--- src/rtl/valid_pulse_filter.sv ---
// valid_pulse_filter: rejects short valid glitches, forwards qualified windows, reports pulse lengths and reject count
module valid_pulse_filter #(
  parameter int MIN_LEN = 3,
  parameter int CNT_W = 8
) (
  input  logic             clk,
  input  logic             rst,
  input  logic             datadelay,
  input  logic             short_clr,
  output logic             validout,
  output logic [CNT_W-1:0] pulse_len,
  output logic             len_valid,
  output logic             short_flag,
  output logic [7:0]       short_cnt
);
  typedef enum logic [1:0] {IDLE, ARM, PASS} state_t;
  state_t state, state_n;
  logic din_r, validout_n, len_valid_n, short_flag_n, short_inc;
  logic [CNT_W-1:0] cnt, cnt_n, cnt_inc, pulse_len_n;
  logic [7:0] short_cnt_n;
  assign cnt_inc = &cnt ? cnt : cnt + 1'b1;
  assign short_cnt_n = short_clr ? 8'd0 : (short_inc && !(&short_cnt)) ? short_cnt + 8'd1 : short_cnt;
  always_comb begin
    state_n = state;
    cnt_n = cnt;
    validout_n = validout;
    pulse_len_n = pulse_len;
    len_valid_n = 1'b0;
    short_flag_n = short_flag;
    short_inc = 1'b0;
    case (state)
      IDLE: if (din_r) begin
        cnt_n = CNT_W'(1);
        state_n = (MIN_LEN == 1) ? PASS : ARM;
        validout_n = (MIN_LEN == 1);
      end
      ARM: if (din_r) begin
        cnt_n = cnt_inc;
        if (cnt == CNT_W'(MIN_LEN - 1)) begin
          state_n = PASS;
          validout_n = 1'b1;
        end
      end else begin
        len_valid_n = 1'b1;
        short_flag_n = 1'b1;
        pulse_len_n = cnt;
        short_inc = 1'b1;
        state_n = IDLE;
      end
      PASS: if (din_r) begin
        cnt_n = cnt_inc;
      end else begin
        validout_n = 1'b0;
        len_valid_n = 1'b1;
        short_flag_n = 1'b0;
        pulse_len_n = cnt;
        state_n = IDLE;
      end
      default: state_n = IDLE;
    endcase
  end
  always_ff @(posedge clk) begin
    if (rst) begin
      din_r <= 1'b0;
      state <= IDLE;
      cnt <= '0;
      validout <= 1'b0;
      pulse_len <= '0;
      len_valid <= 1'b0;
      short_flag <= 1'b0;
      short_cnt <= 8'd0;
    end else begin
      din_r <= datadelay;
      state <= state_n;
      cnt <= cnt_n;
      validout <= validout_n;
      pulse_len <= pulse_len_n;
      len_valid <= len_valid_n;
      short_flag <= short_flag_n;
      short_cnt <= short_cnt_n;
    end
  end
endmodule

--- config.mk ---
export PLATFORM = sky130hd
export DESIGN_NAME = valid_pulse_filter
export DESIGN_NICKNAME = d
export VERILOG_FILES = /design/src/rtl/valid_pulse_filter.sv
export SDC_FILE = /design/constraint.sdc
export NUM_CORES = 1
export LEC_CHECK = 0
export ABC_CLOCK_PERIOD_IN_PS = 1780
export BUFFER_PORTS_ARGS = -buffer_cell sky130_fd_sc_hd__buf_4
export CORE_UTILIZATION = 29
export DETAILED_ROUTE_END_ITERATION = 6
export GPL_ROUTABILITY_DRIVEN = 0
export SLEW_MARGIN = 30
export SYNTH_ARGS = -nofsm -noshare
export SYNTH_HDL_FRONTEND = slang
export SYNTH_SLANG_ARGS = --single-unit
--- constraint.sdc ---
create_clock -name clk -period 1.78 [get_ports clk]
set_input_delay 0.089 -clock clk [delete_from_list [all_inputs] [get_ports clk]]
set_output_delay 0.089 -clock clk [all_outputs]
set_load 0.05 [all_outputs]
==> PnR_summary.wiki <==
{| class="wikitable"
! Metric !! Value
|-
| Clock buffers created by TritonCTS || 5
|-
| Horiz. Die Dim || 72.9 µm
|-
| Buffers added on ports || 22
|-
| Mapped Avg Cell Area || 8.68 µm²
|-
| Number of nets with antenna violations after detailed routing || 0
|-
| Layout Nets || between 200 and 250
|-
| Die extent in y || 72.9 µm
|-
| Pleak || 0.728 nW
|-
| Global-route wire length before repair || between 5000 and 6000 µm
|-
| Number of sinks handled by clock tree synthesis || 30
|-
| Maximum clock rate || between 0.5 and 0.6 GHz
|-
| Start point of the worst min-delay path || datadelay
|-
| Layout area overhead || 26.6%
|-
| Kind of capture point of the worst setup path || flip-flop
|-
| Unique masters post-synth || between 40 and 50
|-
| Later-pin clock latency in the skew report || 280 ps
|-
| Initial antenna violation count || 0
|-
| Total number of yosys warnings || 0
|-
| Total via count in the routed design || 1291
|-
| Root cell of the clock tree || clkbuf_8
|-
| 1st-pass router iterations || 4
|-
| Largest net degree at the start of global routing || 20
|-
| Arrival @ worst endpoint || about 1900 ps
|-
| Post-CTS Setup Repair Bufs || 0
|-
| Worst endpoint required time || 1960 ps
|-
| Number of endpoints with negative hold slack in the final report || 0
|-
| Reg-to-reg slack, setup || about 110 ps
|-
| Mapped cell area || 1460 µm²
|-
| Cells on Worst Hold Path || 2
|-
| Max-slew violations || 0
|-
| Pwr Density || 755 nW/µm²
|-
| Io pins || 23
|-
| Worst r2r src || cnt[0]$_SDFFE_PP0P_
|-
| Clock Pin Slew Worst Setup and Hold Paths || 60 ps
|-
| Total of flip-flops plus latches after synthesis || 30
|-
| Vias in the first global route || 1148
|-
| Type of the most critical hold path || input pin to flip-flop
|-
| Number of fillers in the final layout || 500
|-
| Fraction of layout instances using a drive strength above 1 || 24.6%
|-
| Number of DRC violations after detailed routing || 0
|-
| DPL Wire Length || ~2300 µm
|-
| Overall routing resource usage || 13.7%
|-
| Time the worst path needs with I/O delays and setup || 1670 ps
|-
| Routed wirelength normalized by instance count || approximately 12 µm
|-
| Maximum net fanout on the critical path || 4
|-
| Register area share after synthesis || between 40% and 50%
|-
| Number of max-cap violations || 0
|-
| Slew at the pin closest to its max-slew limit || 492 ps
|-
| H-tree Lvls || 2
|-
| RSZ-0062 raised after global routing || false
|-
| Post-route clock period utilization || about 94%
|-
| Worst-case clock skew || 3.18 ps
|-
| Share of power burned in the clock network || 40.7%
|-
| Worst supply voltage drop on vdd || about 0.00024 V
|-
| Switching share of power || 24.9%
|-
| Die footprint || between 5000 and 6000 µm²
|-
| Floorplan Core Area || between 4000 and 5000 µm²
|-
| Crit start category || flip-flop
|-
| Post-route core utilization || 38.6%
|-
| Net switching component of the power || 0.347 mW
|-
| Portion of total power attributed to combinational logic || 9.8%
|-
| Net count after synthesis || between 150 and 200
|-
| Number of endpoints failing setup at the final stage || 0
|-
| Starting density of the core || between 30% and 40%
|-
| Number of hold-repair buffers added at the cts stage || 0
|-
| Destination of the worst hold path || din_r$_SDFF_PP0_
|-
| TritonCTS clock tree || done
|-
| Critical path class || flip-flop to flip-flop
|-
| Internal cell power || around 1.0 mW
|-
| Iteration-0 DRC Markers || 122
|-
| Diode count || 0
|-
| Post-synthesis instance total || 168
|-
| Number of resized instances in the post-cts repair step || 0
|-
| WL final || 3200 µm
|-
| Critical register-to-register path endpoint || state[1]$_SDFFE_PP0P_
|-
| Residual overflow from global routing || 0
|-
| Number of cell instances on the worst register-to-register path || 6
|-
| Total negative slack for setup checks || 0 ps
|-
| Power share of the sequential group || approximately 50%
|-
| Buffer depth of the longest clock path || 2
|-
| Relative slew margins || about two thirds
|-
| Run status || completed
|-
| Rows || 25
|-
| Detailed-route vias per instance || ~4.8
|}
-- layer usage --
metal | up-vias | GRT usage (%) | routed length [µm] | part of all wire [%]
met5 | - | 0 | 0 | 0
met1 | 593 | 17.8 | 1640 | 51
met3 | 9 | 4.28 | 117 | 3.7
met2 | 26 | 19.3 | 1330 | 42
met4 | 0 | 9.15 | 106 | 3.3
li1 | 663 | - | - | -
-- worst max-delay path by stage --
stage	start	to	slack, ps
after floorplan	short_cnt[1]$_SDFFE_PP0P_	short_cnt[1]$_SDFFE_PP0P_	9
after global placement	state[1]$_SDFFE_PP0P_	cnt[1]$_SDFFE_PP0P_	110
after detailed placement	state[1]$_SDFFE_PP0P_	cnt[1]$_SDFFE_PP0P_	70
after CTS	state[1]$_SDFFE_PP0P_	cnt[1]$_SDFFE_PP0P_	70
after global routing	cnt[0]$_SDFFE_PP0P_	state[1]$_SDFFE_PP0P_	1
final	cnt[0]$_SDFFE_PP0P_	state[1]$_SDFFE_PP0P_	110
-- power by group through the flow --
stage	clock, mW	combinational [mW]	sequential (mW)
after floorplan	0	0.0792	0.717
after global placement	0	0.135	0.704
after detailed placement	0	0.135	0.704
after CTS	0.591	0.136	0.689
after global routing	0.616	0.151	0.690
final	0.567	0.137	0.689
-- worst max-delay path: stages, from the launching register on --
cell and delay (ps):
dfxtp_1 330, inv_1 80, ha_1 140, or4b_4 470, nor4_4 210, a21oi_2 100
a2111oi_2 260
-- cell type report --
type	instances	area, µm²	share of cell area, %
multi-input combinational	123	776	42.0
sequential	30	602	32.6
timing repair buffer	36	270	14.6
clock buffer	7	86.3	4.68
tap	67	83.8	4.54
inverter	6	22.5	1.22
clock inverter	1	5.00	0.271
-- metrics by stage --
| step | std cells | power (mW) | worst slack [ps] | hold slack (ps) | area (µm²) |
|---|---|---|---|---|---|
| 2_1_floorplan | 168 | 0.797 | 9.00 | 217 | 1460 |
| 4_1_cts | 270 | 1.42 | 67.1 | 17.1 | 1850 |
| 3_5_place_dp | 262 | 0.839 | 69.1 | 320 | 1750 |
| 3_3_place_gp | 262 | 0.839 | 113 | 317 | 1750 |
| 6_report | 270 | 1.39 | 107 | 21.8 | 1850 |
| 5_1_grt | 270 | 1.46 | 0.973 | 57.2 | 1850 |
-- placed cells by master, fill, tap and decap left out, types with 2 or more instances in the layout --
cell,netlist,routed
inv_1,6,6
nor3_1,3,3
nor2b_1,5,5
nand3_1,3,3
clkbuf_8,0,6
o21ai_0,6,5
xor2_1,3,3
nor2_1,13,13
nand2_1,25,25
buf_4,0,36
o32ai_1,3,3
o211ai_1,2,2
o21bai_1,2,2
dfxtp_1,30,29
a211oi_1,2,2
o21ai_1,1,2
nand2b_1,2,2
nand4_1,6,6
and4_1,2,2
or3_1,3,3
ha_1,6,6
mux2i_1,5,5
a21oi_1,16,16
-- synthesized netlist by cell type, drive strengths merged --
cell     number  share of area (%)
a2111oi       1                1.0
a211oi        2                1.0
a21oi        17                6.1
a221oi        1               0.60
and2b         1               0.52
and3          1               0.43
and4          2                1.2
and4b         1               0.69
buf           5                2.9
clkbuf        4                1.1
dfxtp        30                 41
ha            6                5.2
inv           6                1.5
mux2          1               0.77
mux2i         5                3.4
nand2        25                6.4
nand2b        2               0.86
nand3         3                1.0
nand3b        1               0.52
nand4         6                2.6
nor2         13                3.3
nor2b         5                2.1
nor3          3                1.0
nor4          1                1.5
o2111ai       1               0.60
o211ai        2                1.0
o21a          1               0.52
o21ai         7                2.4
o21bai        2                1.0
o31ai         1               0.52
o32ai         3                1.8
or2           1               0.43
or3           3                1.3
or4           1               0.52
or4b          1               0.94
xor2          3                1.8
-- state kept, by name, summed over array words and instances, names as in the netlist --
register,flops
len_valid,1
validout,1
state,2
cnt,8
pulse_len,8
short_flag,1
din_r,1
short_cnt,8
-- cell families (layout without fill, tap and decap cells) --
family	Yosys count	in the layout	share of synthesized area (%)
fa+ha+maj	6	6	5.15
compound gates	38	38	16.7
buf+inv	15	50	5.58
flops	30	30	41.2
simple gates	70	70	25.4
xor+xnor	3	3	1.80
mux	6	6	4.21
No activity file was read; power rests on OpenSTA's default activity.
